--- src/rtl/dsp_drain_pkg.sv ---
// Shared types and widths for the DSP result drain.
// Entry = one slice result plus the mode it was produced in.
package dsp_drain_pkg;

  localparam int RES_W   = 144;
  localparam int BEAT_W  = 36;
  localparam int CHAIN_W = 44;

  typedef enum logic {
    MODE_WIDE = 1'b0,
    MODE_QUAD = 1'b1
  } drain_mode_e;

  typedef enum logic {
    IDLE = 1'b0,
    SEND = 1'b1
  } drain_state_e;

  typedef struct packed {
    drain_mode_e      mode;
    logic [RES_W-1:0] data;
  } drain_entry_t;

endpackage

--- src/rtl/dsp_drain_fifo.sv ---
// DEPTH-entry result FIFO; head stays valid until popped.
// multi flags that more than the head is queued.
module dsp_drain_fifo
  import dsp_drain_pkg::*;
#(
  parameter int DEPTH = 2
) (
  input  logic         clk,
  input  logic         reset,
  input  logic         push,
  input  drain_entry_t din,
  input  logic         pop,
  output drain_entry_t head,
  output logic         full,
  output logic         empty,
  output logic         multi
);

  localparam int AW = $clog2(DEPTH);
  localparam logic [AW-1:0] P_ONE = AW'(1);
  localparam logic [AW:0] C_ONE = (AW+1)'(1);
  localparam logic [AW:0] C_FULL = (AW+1)'(DEPTH);

  drain_entry_t mem_q [DEPTH];
  logic [AW-1:0] wr_ptr_q, wr_ptr_d;
  logic [AW-1:0] rd_ptr_q, rd_ptr_d;
  logic [AW:0] count_q, count_d;

  always_comb begin
    wr_ptr_d = wr_ptr_q;
    rd_ptr_d = rd_ptr_q;
    count_d = count_q;
    if (push) wr_ptr_d = wr_ptr_q + P_ONE;
    if (pop) rd_ptr_d = rd_ptr_q + P_ONE;
    unique case ({push, pop})
      2'b10:   count_d = count_q + C_ONE;
      2'b01:   count_d = count_q - C_ONE;
      default: count_d = count_q;
    endcase
  end

  always_ff @(posedge clk or negedge reset) begin
    if (!reset) begin
      wr_ptr_q <= '0;
      rd_ptr_q <= '0;
      count_q <= '0;
    end else begin
      wr_ptr_q <= wr_ptr_d;
      rd_ptr_q <= rd_ptr_d;
      count_q <= count_d;
    end
  end

  // Storage needs no reset: count gates every read.
  always_ff @(posedge clk) begin
    if (push) mem_q[wr_ptr_q] <= din;
  end

  assign head = mem_q[rd_ptr_q];
  assign full = (count_q == C_FULL);
  assign empty = (count_q == '0);
  assign multi = (count_q > C_ONE);

endmodule

--- src/rtl/dsp_result_drain.sv ---
// Drains slice results into 36-bit beats and registers the chain value.
// DSP_DRAIN_CHAIN_SAT_EN: saturate wide chain values, add sticky sat_flag.
module dsp_result_drain
  import dsp_drain_pkg::*;
(
  input  logic               clk,
  input  logic               reset,
  input  logic               res_valid,
  input  logic [RES_W-1:0]   res_data,
  input  logic               res_mode,
  output logic               res_ready,
  output logic               out_valid,
  output logic [BEAT_W-1:0]  out_data,
  output logic               out_last,
  input  logic               out_ready,
  output logic [CHAIN_W-1:0] chain_out,
  output logic               chain_valid
`ifdef DSP_DRAIN_CHAIN_SAT_EN
  ,output logic              sat_flag
`endif
);

  drain_state_e state_q, state_d;
  logic [1:0] beat_q, beat_d;
  logic [CHAIN_W-1:0] chain_q, chain_d;
  logic chain_valid_q;
  logic push, pop, full, empty, multi, last;
  drain_entry_t din, head;

  assign din = '{mode: drain_mode_e'(res_mode), data: res_data};
  assign res_ready = !full;
  assign push = res_valid && !full;

  dsp_drain_fifo #(.DEPTH(2)) u_fifo (
    .clk   (clk),
    .reset (reset),
    .push  (push),
    .din   (din),
    .pop   (pop),
    .head  (head),
    .full  (full),
    .empty (empty),
    .multi (multi)
  );

  assign last = (beat_q == ((head.mode == MODE_QUAD) ? 2'd3 : 2'd1));

  always_comb begin
    state_d = state_q;
    beat_d = beat_q;
    pop = 1'b0;
    out_valid = 1'b0;
    out_last = 1'b0;
    out_data = '0;
    unique case (state_q)
      IDLE: begin
        if (!empty) begin
          state_d = SEND;
          beat_d = 2'd0;
        end
      end
      SEND: begin
        out_valid = 1'b1;
        out_last = last;
        unique case (beat_q)
          2'd0: out_data = head.data[BEAT_W-1:0];
          2'd1: out_data = head.data[2*BEAT_W-1:BEAT_W];
          2'd2: out_data = head.data[3*BEAT_W-1:2*BEAT_W];
          2'd3: out_data = head.data[4*BEAT_W-1:3*BEAT_W];
        endcase
        if (out_ready) begin
          if (last) begin
            pop = 1'b1;
            beat_d = 2'd0;
            // A same-cycle push refills the FIFO, so keep streaming.
            state_d = (multi || push) ? SEND : IDLE;
          end else begin
            beat_d = beat_q + 2'd1;
          end
        end
      end
      default: state_d = IDLE;
    endcase
  end

`ifdef DSP_DRAIN_CHAIN_SAT_EN
  logic sat_q, sat_d;
  logic in_range;
  assign in_range = (&res_data[71:CHAIN_W-1]) || !(|res_data[71:CHAIN_W-1]);
`endif

  always_comb begin
    chain_d = chain_q;
`ifdef DSP_DRAIN_CHAIN_SAT_EN
    sat_d = sat_q;
`endif
    if (push) begin
      if (res_mode) begin
        chain_d = {{(CHAIN_W-BEAT_W){res_data[BEAT_W-1]}}, res_data[BEAT_W-1:0]};
      end else begin
`ifdef DSP_DRAIN_CHAIN_SAT_EN
        if (in_range) begin
          chain_d = res_data[CHAIN_W-1:0];
        end else begin
          chain_d = res_data[71] ? {1'b1, {(CHAIN_W-1){1'b0}}}
                                 : {1'b0, {(CHAIN_W-1){1'b1}}};
          sat_d = 1'b1;
        end
`else
        chain_d = res_data[CHAIN_W-1:0];
`endif
      end
    end
  end

  always_ff @(posedge clk or negedge reset) begin
    if (!reset) begin
      state_q <= IDLE;
      beat_q <= 2'd0;
      chain_q <= '0;
      chain_valid_q <= 1'b0;
`ifdef DSP_DRAIN_CHAIN_SAT_EN
      sat_q <= 1'b0;
`endif
    end else begin
      state_q <= state_d;
      beat_q <= beat_d;
      chain_q <= chain_d;
      chain_valid_q <= push;
`ifdef DSP_DRAIN_CHAIN_SAT_EN
      sat_q <= sat_d;
`endif
    end
  end

  assign chain_out = chain_q;
  assign chain_valid = chain_valid_q;
`ifdef DSP_DRAIN_CHAIN_SAT_EN
  assign sat_flag = sat_q;
`endif

endmodule

--- config.mk ---
export PLATFORM = sky130hd
export DESIGN_NAME = dsp_result_drain
export DESIGN_NICKNAME = d
export VERILOG_FILES = /design/src/rtl/dsp_drain_pkg.sv /design/src/rtl/dsp_drain_fifo.sv /design/src/rtl/dsp_result_drain.sv
export SDC_FILE = /design/constraint.sdc
export NUM_CORES = 1
export LEC_CHECK = 0
export ABC_AREA = 1
export CAP_MARGIN = 25
export CORE_MARGIN = 5
export CORE_UTILIZATION = 53
export CTS_BUF_LIST = sky130_fd_sc_hd__clkbuf_8 sky130_fd_sc_hd__clkbuf_16
export CTS_CLUSTER_SIZE = 14
export DETAILED_ROUTE_END_ITERATION = 10
export PLACE_DENSITY = 0.9
export SLEW_MARGIN = 20
export SYNTH_ARGS = -nofsm -noshare
export SYNTH_HDL_FRONTEND = slang
export SYNTH_SLANG_ARGS = --single-unit
export TNS_END_PERCENT = 5
--- constraint.sdc ---
create_clock -name clk -period 9.7 [get_ports clk]
set_input_delay 0.97 -clock clk [delete_from_list [all_inputs] [get_ports clk]]
set_output_delay 0.97 -clock clk [all_outputs]
set_load 0.005 [all_outputs]
==> results_dict.tcl, run 1 <==
set metrics [dict create \
    fin_nets 1467 \
    synth.area.top_cells "edfxtp_1 65%, nand2_1 12%, dfrtp_1 9.7%, a21oi_1 4.3%, nand3_1 4.2%" \
    antenna_found_initial 3 \
    slew_headroom 0.319 \
    root_buffer "clkbuf_16" \
    syn_avg_cell_area_um2 12.3 \
    pwr-share-seq 0.406 \
    worstPathArrival_ns 3.42 \
    grt_usage 0.239 \
    synth_most_common_cell "nand2_1" \
    start_kind "flop" \
    grt_max_degree 75 \
    rsz0062_at_grt "false" \
    maxCapViolations 0 \
    p_leak_nw 6.44 \
    syn2layout_area_growth_pct 26.4 \
    die_h_um 169 \
    hold_buffers 0 \
    n_fill_cell 1723 \
    worst_pin_slew_ns 1.02 \
    core_um2 25000 \
    p_int_mw 3.51 \
    setup_viol 0 \
    clkSinkCount 342 \
    path_clk_slew_ns 0.06 \
    num_vias 9403 \
    cts_tree "built" \
    grt_pass1_vias 9769 \
    grt_pass1_wl_mm 52.9 \
    clock_tree.buffer_depth 3 \
    power_mw 5.32 \
    cts_max_level 2 \
    drtPass1Iterations 5 \
    ys_async_sr_fraction 0.152 \
    crit_top_cell "a21oi_1" \
    synth_top_cell_by_area "edfxtp_1" \
    clock_latency_ns 0.51 \
    fmax_mhz 228 \
    post_cts_resized 0 \
    status "complete, no violations" \
    crit_type "flop to output pin" \
    dieArea_um2 28500 \
    p_sw_mw 1.81 \
    pwr_density_cell_nw_per_um2 315 \
    critPathCaptureType "output pin" \
    rows 58 \
    clock_skew_ns 0.0155 \
    place_congestion 0.823 \
    ys_seq_area_frac 0.749 \
    dieWidth_um 169 \
    synth_top_area_share 0.652 \
    floorplan.initialDensity 0.535 \
    cp.required_ns 8.73 \
    hold_class "flop to flop" \
    synth_top_cells_by_count "414 x nand2_1, 290 x edfxtp_1, 116 x a21oi_1" \
    synthFlopType "edfxtp_1" \
    portBuffers 232 \
    crit_path_max_incr_delay_ns 0.73 \
    min_period_over_period 0.453 \
    drt-wirelength-per-cell_um 20.9 \
    ant_nets 0 \
    via_per_inst 5.63 \
    syn_inst 1089 \
    synth-edff-count 290 \
    critical_path_buf_inv_count 3 \
    cts_buffers 34 \
    cts_setup_buffers 0 \
    grt_overflow 0 \
    ys_types 20 \
    p_sw_frac 0.340 \
    path_cells "inv_1 > ha_2 > buf_4 > a21oi_1 > nand3_1 > nand2_1 > a21oi_1 > clkdlybuf4s50_1" \
    hold_viol_final 0 \
    syn-num-nets 1246 \
    syn-cell-area_um2 13400 \
    wl_mm 34.8 \
    min_period_ns 4.39 \
    fin_tns_setup_ns 0 \
    drive_gt1_frac 0.0539 \
    clockPowerShare 0.230 \
    peakVddDrop_uv 191 \
    finalMaxSlewViolations 0 \
    worstPathMaxFanout 37 \
    drt_iter0_markers 1175 \
    combPwrFrac 0.364 \
    critPathTopFamily "buffers and inverters" \
    drc_errors 0 \
    io_pins 233 \
    hpwl_mm 21.8 \
    slowest_stage "ha_2" \
    ys_ff_latch 342 \
    ys_warn_count 0 \
]
## area by class of cell
type / instances / area, µm² / share of cell area
Clock buffer: 39 / 953 / 0.0565
Clock inverter: 23 / 97.6 / 0.00578
Inverter: 13 / 48.8 / 0.00289
Tap cell: 330 / 413 / 0.0245
Sequential cell: 342 / 10000 / 0.593
Timing Repair Buffer: 244 / 2410 / 0.143
Antenna cell: 3 / 7.51 / 0.000445
Multi-Input combinational cell: 675 / 2940 / 0.174
## cell usage in the layout, fill, tap and decap left out, types with 4 or more instances in the layout
cell	n
nand3_1	111
nand2_1	414
clkinv_2	6
clkinv_1	7
clkdlybuf4s50_1	231
o21ai_0	5
ha_1	4
buf_4	12
clkbuf_16	37
ha_2	4
a21oi_1	116
inv_1	19
dfrtp_1	50
nor2_1	13
edfxtp_1	290
## power by group through the flow
| stage | registers [mW] | clock network, mW | logic, mW |
|---|---|---|---|
| 6_report | 2.16 | 1.22 | 1.93 |
| 5_1_grt | 2.19 | 1.31 | 2.11 |
| 4_1_cts | 2.16 | 1.24 | 1.94 |
| 3_5_place_dp | 2.18 | 0 | 1.92 |
| 3_3_place_gp | 2.16 | 0 | 1.86 |
| 2_1_floorplan | 2.21 | 0 | 1.03 |
## logic make-up (layout without fill, tap and decap cells)
group,after synthesis,in the layout,share of synthesized area
AOI/OAI and AO/OA,122,122,0.0460
xor gates and xnor gates,3,3,0.00197
adders and majority gates,8,8,0.00750
buffers and inverters,72,319,0.0319
DFF,342,342,0.749
other,0,3,0
and+or+nand+nor,542,542,0.163
## per-layer routing
| metal | share of wire | vias up | wire length, µm | GRT usage |
|---|---|---|---|---|
| met3 | 0.090 | 106 | 3140 | 0.0546 |
| met5 | 0 | - | 0 | 0 |
| met4 | 0.035 | 0 | 1220 | 0.0917 |
| met1 | 0.38 | 4540 | 13300 | 0.310 |
| met2 | 0.49 | 536 | 17100 | 0.396 |
| li1 | - | 4221 | - | - |
## worst paths after layout
| kind | start | cells past startpoint | slack (ns) | end |
|---|---|---|---|---|
| worst max-delay path | beat_q[0] | 8 | 5.31 | out_data[5] |
| worst min-delay path | chain_out[27] | 2 | 0.48 | chain_out[27] |
| worst max register to register | u_fifo.count_q[0] | 6 | 6.99 | u_fifo.mem_q[0][5] |
| worst min register to register | chain_out[27] | 2 | 0.48 | chain_out[27] |
| max in group asynchronous | reset | 2 | 8.53 | state_q |
| min in group asynchronous | reset | 2 | 0.61 | chain_out[25] |
## stage by stage
step,instances,instance area (µm²),hold WS [ns],utilization,setup slack (ns)
after global routing,1669,16900,0.511,0.676,5.13
final,1669,16900,0.477,0.676,5.31
after global placement,1604,15800,0.463,0.634,5.93
after detailed placement,1604,15800,0.464,0.634,5.86
after floorplan,1089,13400,0.472,-,1.79
after CTS,1666,16900,0.485,0.676,5.31
## registers in the layout, summed over array words and instances, names as in the netlist
signal,count
u_fifo.mem_q,290
state_q,1
u_fifo.rd_ptr_q,1
beat_q,2
u_fifo.count_q,2
chain_valid,1
chain_out,44
u_fifo.wr_ptr_q,1
## worst min-delay path, delay by kind of cell (launching register included)
family / cells / cell delay [ns]
flops: 1 / 0.34
simple gates: 2 / 0.10
Power figures use the tool's default switching activity.
==> run 2: changes to the inputs <==
--- a/config.mk
+++ b/config.mk
@@ -8,11 +8,11 @@
 export ABC_AREA = 1
 export CAP_MARGIN = 25
 export CORE_MARGIN = 5
-export CORE_UTILIZATION = 53
+export CORE_UTILIZATION = 48
 export CTS_BUF_LIST = sky130_fd_sc_hd__clkbuf_8 sky130_fd_sc_hd__clkbuf_16
 export CTS_CLUSTER_SIZE = 14
 export DETAILED_ROUTE_END_ITERATION = 10
-export PLACE_DENSITY = 0.9
+export PLACE_DENSITY = 0.87
 export SLEW_MARGIN = 20
 export SYNTH_ARGS = -nofsm -noshare
 export SYNTH_HDL_FRONTEND = slang
==> constraint.sdc (replaced) <==
create_clock -name clk -period 3.8 [get_ports clk]
set_input_delay 0.38 -clock clk [delete_from_list [all_inputs] [get_ports clk]]
set_output_delay 0.38 -clock clk [all_outputs]
set_load 0.005 [all_outputs]
==> run 2 against run 1 <==
Effect of this change:
- setup slack worse by 5.0 ns
- critical path depth is the same
- power grew to 2.6 times the previous value
- first-iteration DRC count down 28%
- sequential share of layout area fell by 0.97 points
- flip-flop and latch count is the same
- clock skew rose by 0.0046 ns
- combinational power grew to 2.6 times the previous value
- non-clock buffer count is 3 higher
- hold slack got worse by 0.45 ns
- via count shrank 1.3%
- largest cell class unchanged
==> results_dict.tcl, run 2 (synthesized netlist as in run 1, its figures left out) <==
set metrics [dict create \
    status "complete, no violations" \
    clock_skew_ns 0.0201 \
    cts_tree "built" \
    rsz0062_at_grt "false" \
    hold_class "input port to asynchronous set/reset pin" \
    ant_nets 0 \
    drive_gt1_frac 0.0611 \
    dieWidth_um 177 \
    dieArea_um2 31300 \
    hold_buffers 0 \
    slew_headroom 0.373 \
    crit_top_cell "a21oi_1" \
    die_h_um 177 \
    drtPass1Iterations 5 \
    post_cts_resized 0 \
    numPlacedInstances 1655 \
    place_congestion 0.851 \
    final-instance-count-excl-fill 1724 \
    finalMaxSlewViolations 0 \
    core_um2 27600 \
    rows 61 \
    fin_hold_ws_ns 0.0259 \
    setup_viol 0 \
    portBuffers 232 \
    final_cell_mix "414 x nand2_1, 290 x edfxtp_1, 231 x clkdlybuf4s50_1" \
    worstPathMaxFanout 38 \
    drt_iter0_markers 841 \
    via_per_inst 5.38 \
    crit_path_max_incr_delay_ns 0.62 \
    slowest_stage "ha_2" \
    p_leak_nw 6.55 \
    grt_pass1_wl_mm 51.8 \
    worst_pin_slew_ns 0.940 \
    drc_errors 0 \
    path_cells "inv_1 > ha_2 > buf_12 > a21oi_1 > nand3_1 > nand2_1 > a21oi_1 > clkdlybuf4s50_1" \
    grt_usage 0.213 \
    cts_buffers 36 \
    wl_mm 34.3 \
    peakVddDrop_uv 424 \
    io_pins 233 \
    min_period_ns 3.45 \
    antenna_found_initial 3 \
    start_kind "flop" \
    n_fill_cell 2055 \
    cts_setup_buffers 0 \
    root_buffer "clkbuf_16" \
    hpwl_mm 21.7 \
    largest_reg_flops 290 \
    r2r-start "u_fifo.count_q[0]" \
    drt-wirelength-per-cell_um 19.9 \
    syn2layout_area_growth_pct 28.5 \
    regMostFlops "u_fifo.mem_q" \
    startpoint "beat_q[0]" \
    clock_latency_ns 0.51 \
    worstPathArrival_ns 3.07 \
    fin_nets 1472 \
    critical_path_buf_inv_count 3 \
    final_common_cell "nand2_1" \
    grt_overflow 0 \
    clock_tree.buffer_depth 3 \
    grt_pass1_vias 9375 \
    cts_max_level 2 \
    path_clk_slew_ns 0.06 \
    pwr_density_cell_nw_per_um2 810 \
    critPathTopFamily "buffers and inverters" \
    critPathCaptureType "output pin" \
    clkSinkCount 342 \
    cp.required_ns 3.42 \
    grt_max_degree 124 \
    fmax_mhz 290 \
    maxCapViolations 0 \
    min_period_over_period 0.908 \
    floorplan.initialDensity 0.483 \
    hold_viol_final 0 \
    num_vias 9282 \
    crit_type "flop to output pin" \
]
## run 2: cell count changes in the layout (fill, tap and decap cells not counted), sizes merged
cell,previous run,this run
inv,22,27
clkinv,13,9
buf,13,16
bufinv,0,2
clkbuf,39,41
clkinvlp,1,0
## run 2: layout make-up
type	count	area, µm²	share of cell area
Inverter	13	48.8	0.00284
Multi-Input combinational cell	675	2940	0.172
Sequential cell	342	10000	0.583
Tap cell	378	473	0.0276
Clock buffer	41	1000	0.0585
Clock inverter	25	170	0.00991
Timing Repair Buffer	247	2500	0.146
Antenna cell	3	7.51	0.000437
## run 2: path summary, 6_finish.rpt
kind	endpoint	slack (ns)	cells after the start
setup reg to reg	u_fifo.mem_q[1][98]	1.45	6
hold / removal	chain_out[25]	0.03	1
hold reg to reg	chain_out[26]	0.48	2
setup / recovery	out_data[13]	0.35	8
min in group clk	u_fifo.mem_q[1][108]	0.45	1
max in group asynchronous	chain_out[43]	2.96	2
## run 2: power breakdown
| part | switching [mW] | internal [mW] | total [mW] | leakage (nW) |
|---|---|---|---|---|
| Clock | 1.37 | 2.03 | 3.40 | 0.626 |
| Combinational | 2.87 | 2.10 | 4.97 | 2.61 |
| Sequential | 0.387 | 5.14 | 5.52 | 3.32 |
| Total | 4.63 | 9.27 | 13.9 | 6.55 |
## run 2: metal layers
layer / GRT usage / share of wire / vias to the layer above
li1: - / - / 4232
met1: 0.279 / 0.41 / 4530
met2: 0.358 / 0.49 / 445
met3: 0.0474 / 0.076 / 73
met4: 0.0674 / 0.026 / 2
met5: 0 / 0.00038 / -
## run 2: through the flow
stage	total power [mW]	utilization	setup TNS [ns]	setup slack, ns	cell area, µm²
after detailed placement	10.5	0.578	0	0.911	16000
after floorplan	8.19	-	-404.11	-1.39	13400
after global routing	14.7	0.621	0	0.193	17200
after CTS	14.0	0.621	0	0.354	17200
final	13.9	0.621	0	0.349	17200
after global placement	10.3	0.578	0	0.990	16000
==> run 3: changes to the inputs <==
--- a/config.mk
+++ b/config.mk
@@ -8,11 +8,11 @@
 export ABC_AREA = 1
 export CAP_MARGIN = 25
 export CORE_MARGIN = 5
-export CORE_UTILIZATION = 48
+export CORE_UTILIZATION = 53
 export CTS_BUF_LIST = sky130_fd_sc_hd__clkbuf_8 sky130_fd_sc_hd__clkbuf_16
 export CTS_CLUSTER_SIZE = 14
 export DETAILED_ROUTE_END_ITERATION = 10
-export PLACE_DENSITY = 0.87
+export PLACE_DENSITY = 0.9
 export SLEW_MARGIN = 20
 export SYNTH_ARGS = -nofsm -noshare
 export SYNTH_HDL_FRONTEND = slang
==> constraint.sdc (replaced) <==
create_clock -name clk -period 3.88 [get_ports clk]
set_input_delay 0.388 -clock clk [delete_from_list [all_inputs] [get_ports clk]]
set_output_delay 0.388 -clock clk [all_outputs]
set_load 0.005 [all_outputs]
==> run 3 against run 2 <==
Effect of this change:
- sequential share of layout area rose by 0.15 points
- non-clock buffer count rose by 1
- setup slack improved by 0.035 ns
- core utilization rose by 6.5 points
- clock skew is 0.0042 ns higher
- design area down 0.25%
- clock power hardly changed
- global-route usage grew 2.6 points
- combinational power about the same
- first-iteration DRC count up 23%
- register-to-register slack got worse by 0.08 ns
- critical endpoint is now out_data[27]
==> results_dict.tcl, run 3 (synthesized netlist as in run 1, its figures left out) <==
set metrics [dict create \
    setup_viol 0 \
    ant_nets 0 \
    p_sw_mw 4.58 \
    io_pins 233 \
    cp.required_ns 3.49 \
    peakVddDrop_uv 442 \
    floorplan.initialDensity 0.535 \
    fin_nets 1473 \
    regMostFlops "u_fifo.mem_q" \
    pwr_density_cell_nw_per_um2 800 \
    grt_overflow 0 \
    drt_iter0_markers 1036 \
    p_leak_nw 6.55 \
    core_um2 25000 \
    r2r_slack_ns 1.37 \
    start_kind "flop" \
    worst_pin_slew_ns 0.939 \
    seq_area_um2 10000 \
    place_congestion 0.844 \
    numPlacedInstances 1607 \
    final-instance-count-excl-fill 1677 \
    worst_slack_ns 0.384 \
    portBuffers 232 \
    setup.worst_path.end "out_data[27]" \
    cts_tree "built" \
    final_cell_mix "414 x nand2_1, 290 x edfxtp_1, 231 x clkdlybuf4s50_1" \
    grt_pass1_wl_mm 52.8 \
    maxCapViolations 0 \
    root_buffer "clkbuf_16" \
    path_clk_slew_ns 0.06 \
    critPathCaptureType "output pin" \
    r2r_end "chain_out[43]" \
    dieWidth_um 169 \
    grt_pass1_vias 9603 \
    finalMaxSlewViolations 0 \
    fin_tns_setup_ns 0 \
    p_int_mw 9.13 \
    worstPathMaxFanout 40 \
    crit_type "flop to output pin" \
    n_fill_cell 1711 \
    min_period_ns 3.50 \
    clock_latency_ns 0.51 \
    num_vias 9339 \
    drtPass1Iterations 5 \
    dieArea_um2 28500 \
    drt-wirelength-per-cell_um 20.7 \
    largest_reg_flops 290 \
    via_per_inst 5.57 \
    reg2regPathDepth 8 \
    fin_area_um2 17100 \
    clock_skew_ns 0.0242 \
    fmax_mhz 286 \
    antenna_found_initial 5 \
    multi_input_area_um2 2940 \
    preCtsSetupSlack_ns 0.974 \
    status "complete, no violations" \
    die_h_um 169 \
    hold_class "input port to asynchronous set/reset pin" \
    combPwrFrac 0.361 \
    drc_errors 0 \
    clockPowerShare 0.247 \
    r2r-start "u_fifo.count_q[0]" \
    cts_buffers 36 \
    worstPathArrival_ns 3.11 \
    min_period_over_period 0.901 \
    clock_tree.buffer_depth 3 \
    placed_cell_area_um2 15900 \
    drive_gt1_frac 0.0604 \
    wl_mm 34.7 \
    pwr-share-seq 0.392 \
    clkSinkCount 342 \
    syn2layout_area_growth_pct 28.2 \
    slew_headroom 0.374 \
    grt_max_degree 81 \
    final_common_cell "nand2_1" \
    rows 58 \
    grt_usage 0.239 \
    p_sw_frac 0.334 \
    hpwl_mm 22.1 \
    startpoint "beat_q[1]" \
    post_cts_resized 0 \
    hold_viol_final 0 \
    cts_max_level 2 \
    rsz0062_at_grt "false" \
]
## run 3: repair_timing
action / in CTS / in global routing
setup buffers: 0 / 0
hold buffers: 1 / 0
hold endpoints to repair: 15 / 0
## run 3: critical path: stages, from the launching register on
cell,delay [ns]
dfrtp_1,0.42
inv_1,0.14
ha_2,0.68
buf_12,0.31
nand2_1,0.09
nand3_1,0.08
nand2_1,0.11
a21oi_1,0.19
clkdlybuf4s50_1,0.54
## run 3: layer usage
layer | share of wire | wire [µm] | global-route usage | vias to the layer above
met5 | 0 | 0 | 0 | -
met4 | 0.041 | 1430 | 0.104 | 0
met2 | 0.49 | 17100 | 0.395 | 465
met1 | 0.38 | 13100 | 0.304 | 4537
met3 | 0.089 | 3090 | 0.0572 | 99
li1 | - | - | - | 4238
## run 3: power by group through the flow
| stage | sequential, mW | clock (mW) | combinational, mW |
|---|---|---|---|
| 2_1_floorplan | 5.43 | 0 | 2.59 |
| 3_3_place_gp | 5.38 | 0 | 4.73 |
| 3_5_place_dp | 5.42 | 0 | 4.90 |
| 4_1_cts | 5.37 | 3.43 | 4.96 |
| 5_1_grt | 5.45 | 3.60 | 5.38 |
| 6_report | 5.37 | 3.39 | 4.94 |
## run 3: final cells by class
class	count	area share
flip-flops and latches	342	0.585
diodes	5	0.000731
inverters	13	0.00285
clock inverters	24	0.0129
multi-input cells	675	0.172
clock buffers	40	0.0558
repair buffers	248	0.147
well taps	330	0.0241
## run 3: how the worst min path moves through the flow
stage,from,endpoint,depth (start not counted)
final,reset,chain_out[29],2
after global routing,reset,chain_out[30],2
after CTS,reset,chain_out[29],2
after detailed placement,reset,chain_out[29],1
after global placement,reset,chain_out[29],1
after floorplan,reset,beat_q[0],0
## run 3: per-stage QoR
stage | hold WS, ns | utilization | total power, mW
after floorplan | 0.0924 | - | 8.02
after global placement | 0.394 | 0.638 | 10.1
after detailed placement | 0.400 | 0.638 | 10.3
after CTS | 0.400 | 0.685 | 13.8
after global routing | 0.442 | 0.686 | 14.4
final | 0.418 | 0.686 | 13.7
